<file path="src/rtl/mem_port_arbiter.sv">
// Single-port SRAM arbiter: data port has priority, fetch is forced after STARVE_LIMIT denials.
// Optional conflict counter enabled by defining MEM_PORT_ARBITER_CONFLICT_CNT_EN.
module mem_port_arbiter #(
  parameter int ADDR_W       = 12,
  parameter int DWIDTH       = 32,
  parameter int STARVE_LIMIT = 3,
  parameter int CNT_W        = 16
) (
  input  logic              CLK,
  input  logic              RST,
  input  logic              i_req,
  input  logic [ADDR_W-1:0] i_addr,
  output logic              i_gnt,
  output logic              i_rvalid,
  output logic [DWIDTH-1:0] i_rdata,
  input  logic              d_req,
  input  logic              d_we,
  input  logic [ADDR_W-1:0] d_addr,
  input  logic [3:0]        d_be,
  input  logic [DWIDTH-1:0] d_wdata,
  output logic              d_gnt,
  output logic              d_rvalid,
  output logic [DWIDTH-1:0] d_rdata,
  output logic              sram_csn,
  output logic              sram_wen,
  output logic [ADDR_W-1:0] sram_addr,
  output logic [3:0]        sram_be,
  output logic [DWIDTH-1:0] sram_di,
  input  logic [DWIDTH-1:0] sram_dout
`ifdef MEM_PORT_ARBITER_CONFLICT_CNT_EN
  ,
  output logic [CNT_W-1:0]  conflict_cnt
`endif
);

  // state      | meaning
  // OWN_NONE   | no read issued last cycle
  // OWN_I      | last-cycle read belongs to fetch port
  // OWN_D      | last-cycle read belongs to data port
  typedef enum logic [1:0] {OWN_NONE, OWN_I, OWN_D} owner_e;

  localparam logic [3:0] LIMIT = 4'(STARVE_LIMIT);

  owner_e     owner_q, owner_d;
  logic [3:0] starve_q, starve_d;
  logic       force_i;

  // Grants are suppressed while RST is high so nothing reaches the SRAM.
  always_comb begin
    force_i = i_req && (starve_q == LIMIT);
    d_gnt   = !RST && d_req && !force_i;
    i_gnt   = !RST && i_req && (!d_req || force_i);
  end

  always_comb begin
    starve_d = starve_q;
    if (!i_req || i_gnt) begin
      starve_d = 4'd0;
    end else if (starve_q != LIMIT) begin
      starve_d = starve_q + 4'd1;
    end
  end

  always_ff @(posedge CLK) begin
    if (RST) begin
      owner_q  <= OWN_NONE;
      starve_q <= 4'd0;
    end else begin
      owner_q  <= owner_d;
      starve_q <= starve_d;
    end
  end

  always_comb begin
    owner_d = OWN_NONE;
    if (i_gnt) begin
      owner_d = OWN_I;
    end else if (d_gnt && !d_we) begin
      owner_d = OWN_D;
    end
  end

  always_comb begin
    i_rvalid  = !RST && (owner_q == OWN_I);
    d_rvalid  = !RST && (owner_q == OWN_D);
    i_rdata   = i_rvalid ? sram_dout : '0;
    d_rdata   = d_rvalid ? sram_dout : '0;
    sram_csn  = 1'b1;
    sram_wen  = 1'b1;
    sram_addr = '0;
    sram_be   = 4'b0000;
    sram_di   = '0;
    if (i_gnt) begin
      sram_csn  = 1'b0;
      sram_addr = i_addr;
      sram_be   = 4'b1111;
    end else if (d_gnt) begin
      sram_csn  = 1'b0;
      sram_wen  = !d_we;
      sram_addr = d_addr;
      sram_be   = d_be;
      sram_di   = d_wdata;
    end
  end

`ifdef MEM_PORT_ARBITER_CONFLICT_CNT_EN
  logic [CNT_W-1:0] conflict_q;

  always_ff @(posedge CLK) begin
    if (RST) begin
      conflict_q <= '0;
    end else if (i_req && d_req && (conflict_q != '1)) begin
      conflict_q <= conflict_q + 1'b1;
    end
  end

  assign conflict_cnt = conflict_q;
`endif

endmodule

</file>
<file path="config.mk">
export PLATFORM = sky130hd
export DESIGN_NAME = mem_port_arbiter
export DESIGN_NICKNAME = d
export VERILOG_FILES = /design/src/rtl/mem_port_arbiter.sv
export SDC_FILE = /design/constraint.sdc
export NUM_CORES = 1
export LEC_CHECK = 0
export ABC_AREA = 1
export CORE_AREA = 2 2 84 86
export CTS_CLUSTER_DIAMETER = 120
export CTS_CLUSTER_SIZE = 16
export DETAILED_ROUTE_END_ITERATION = 10
export DIE_AREA = 0 0 86 88
export HOLD_SLACK_MARGIN = 0.05
export PLACE_DENSITY = 0.73
export RECOVER_POWER = 50
export SYNTH_ARGS = -nofsm -noshare
export SYNTH_HDL_FRONTEND = slang
export SYNTH_SLANG_ARGS = --single-unit
</file>
<file path="constraint.sdc">
create_clock -name CLK -period 2.9 [get_ports CLK]
set_input_delay 0.87 -clock CLK [delete_from_list [all_inputs] [get_ports CLK]]
set_output_delay 0.87 -clock CLK [all_outputs]
set_load 0.005 [all_outputs]
</file>
==> results_dict.tcl <==
set metrics [dict create \
    numCtsBuffers 3 \
    yosysWarningCount 0 \
    final_min_period_over_clock_period_pct 98.4 \
    cts.htree.levels 1 \
    crit_family "buffers and inverters" \
    groute.usage.overall_pct 16.5 \
    distinct_cells_synth 18 \
    power.leakage_nw 2.13 \
    slew_violations 0 \
    start_kind "input pin" \
    skew_ns 0.00463 \
    die_width_um 86 \
    outcome "complete, no violations" \
    tightest_slew_ns 0.422 \
    maximum_clock_rate_ghz 0.350 \
    critical_path_required_ns 2.03 \
    path_max_fanout 2 \
    synth_top_cell_area_share_pct 30.7 \
    vias 2345 \
    synthesized_flop_and_latch_total 6 \
    crit_top_cell "clkdlybuf4s50_1" \
    timing.final.crit_period_ns 2.85 \
    post_synth.cell_area_avg_um2 4.72 \
    floorplan.die.height_um 88 \
    post-place-ws_ns -0.511 \
    area_growth_pct 192 \
    drtPass1Iterations 4 \
    cts.path.max_buffers 2 \
    starting_utilization_of_the_core_area_pct 18.6 \
    grt.overflow.total 0 \
    worst_setup_path_end_kind "output port" \
    global_route_wire_length_before_repair_um 10000 \
    timing.critical_path.slowest_cell_delay_ns 0.50 \
    hold_violation_count_in_the_final_report 0 \
    synthMostInstantiatedCell "nor2_1" \
    count_of_flip_flops_with_a_built_in_enable_after_synthesis 0 \
    clock-root-buffer "clkbuf_8" \
    die_outline_area_um2 7570 \
    cts.sink_count 6 \
    timing.critical_path.cells "clkdlybuf4s50_1 -> inv_1 -> nor2_1 -> clkdlybuf4s50_1" \
    nets 589 \
    worst_slew_margin_rel_pct 71.9 \
    global_route.usage.met1_pct 15.9 \
    cellPowerDensity_nw_per_um2 150 \
    dpl.hpwl_um 5440 \
    ys.flop_type "dfxtp_1" \
    drc 0 \
    clock_tree_from_tritoncts "done" \
    vias_per_cell 4.12 \
    vdd_ir_drop_max_mv 0.0906 \
    type_of_the_most_critical_hold_path "register to register" \
    synth_top_cells_by_count "101 x nor2_1, 72 x inv_1, 27 x nand2_1, 27 x nand3_1, 7 x buf_2" \
    portBuffers 214 \
    core.rowCount 30 \
    drive_above_1_share_pct 11.7 \
    worstSetupPathType "input pin to output port" \
    syn_inst 262 \
    met3_usage_pct 4.43 \
    postRouteAntennaNets 0 \
    ys_top_cells_by_area "nor2_1 31%, inv_1 22%, nand3_1 11%, dfxtp_1 9.7%, nand2_1 8.2%" \
    maxCapViolCount 0 \
    num_io_pins 215 \
    synth_nets 360 \
    antenna_found_initial 0 \
    avgRoutedWirePerCell_um 11.8 \
    numPlacedInstances 557 \
    crit_arrival_ns 1.98 \
    postSynth.asyncResetShare_pct 0 \
    place.gp.congestion 0.742 \
    totalWireLength_um 6740 \
    busiest_layer "met2" \
    insertedDiodeCount 0 \
    share_of_synthesized_area_occupied_by_flip_flops_and_latches_pct 9.72 \
    grt_start_max_net_pins 34 \
    post_layout_nonfiller_instances 569 \
    insertion_delay_ns 0.22 \
    final_setup_violating_endpoints 0 \
    clk_transition_reported_paths_ns 0.04 \
    floorplan.core_area_um2 6640 \
    critical_path.n_buffers_inverters 3 \
    post-route-worst-setup-slack_ns 0.0463 \
    grt_pass1_vias 2129 \
    fin_setup_tns_ns 0 \
    syn-cell-area_um2 1240 \
    cpMaxStageDelayCell "clkdlybuf4s50_1" \
    cell_type_with_the_highest_aggregate_area_in_the_netlist "nor2_1" \
    grt_use_met2_pct 33.8 \
    detailedRoute.firstIterationViolations 35 \
]
## kinds of logic (layout without fill, tap and decap cells)
group	after synthesis	count (layout)	synth area share, %
and+or+nand+nor	163	163	56.7
xor gates and xnor gates	1	1	0.709
buffers and inverters	89	316	31.1
adders and majority gates	1	1	1.01
DFF	6	6	9.72
AOI/OAI and AO/OA	2	2	0.810
## worst paths after layout
check,slack (ns),cells after the start,end,start
min,0.50,2,starve_q[1],starve_q[1]
max,0.05,4,i_rdata[1],sram_dout[1]
max reg2reg,1.56,5,owner_q[1],starve_q[0]
min reg2reg,0.50,2,starve_q[1],starve_q[1]
## sequential cells by signal, summed over array words and instances (netlist names)
register,cells
owner_q,2
starve_q,4
## report_power, final
| part | switching (mW) | leakage (nW) | internal (mW) | total (mW) |
|---|---|---|---|---|
| clock | 0.0357 | 0.0216 | 0.0891 | 0.125 |
| combinational | 0.117 | 2.06 | 0.216 | 0.332 |
| sequential | 0.00130 | 0.0488 | 0.0849 | 0.0862 |
| total | 0.154 | 2.13 | 0.390 | 0.544 |
## metal layers
metal	routed length, um	share of wire, %
met5	0	0
met1	2260	34
met2	3590	53
met3	768	11
met4	114	1.7
## placed cells by master, fill, tap and decap left out, types with 3 or more instances in the layout
| master | instances |
|---|---|
| nand2_1 | 26 |
| buf_12 | 6 |
| buf_4 | 12 |
| clkdlybuf4s50_1 | 110 |
| nor2_4 | 3 |
| clkdlybuf4s25_1 | 25 |
| dlymetal6s2s_1 | 5 |
| dfxtp_1 | 6 |
| inv_1 | 73 |
| nor2_1 | 100 |
| nand3_1 | 26 |
| clkbuf_8 | 3 |
| clkbuf_2 | 18 |
| dlygate4sd3_1 | 3 |
| dlygate4sd2_1 | 48 |
## tightest hold or removal path, cell delays in order, from the launching register on
cell and delay, ns:
dfxtp_1 0.32, nand3_1 0.08, a21oi_1 0.06
## area by class of cell
cell class | instances | area (um^2)
fill | 674 | 3030
sequential | 6 | 120
inverter | 76 | 290
tap | 80 | 100
clock buffer | 3 | 41.3
multi-input combinational | 167 | 768
timing repair buffer | 237 | 2290
## repair_timing
item / CTS / global route
gates resized for setup: 87 / 68
hold buffers: 0 / 0
setup buffers: 3 / 3
cloned: 3 / 0
endpoints found under the hold margin: 0 / 0
setup endpoints to repair: 118 / 52
pin swaps: 3 / 2
## through the flow
| stage | power (mW) | cell area [um^2] | hold slack [ns] | util [%] |
|---|---|---|---|---|
| 2_1_floorplan | 0.177 | 1240 | 0.473 | - |
| 3_3_place_gp | 0.424 | 3530 | 0.482 | 53.2 |
| 3_5_place_dp | 0.428 | 3530 | 0.501 | 53.2 |
| 4_1_cts | 0.550 | 3630 | 0.505 | 54.7 |
| 5_1_grt | 0.583 | 3610 | 0.545 | 54.4 |
| 6_report | 0.544 | 3610 | 0.505 | 54.4 |
Note: power is estimated with default switching activity, not from simulation.
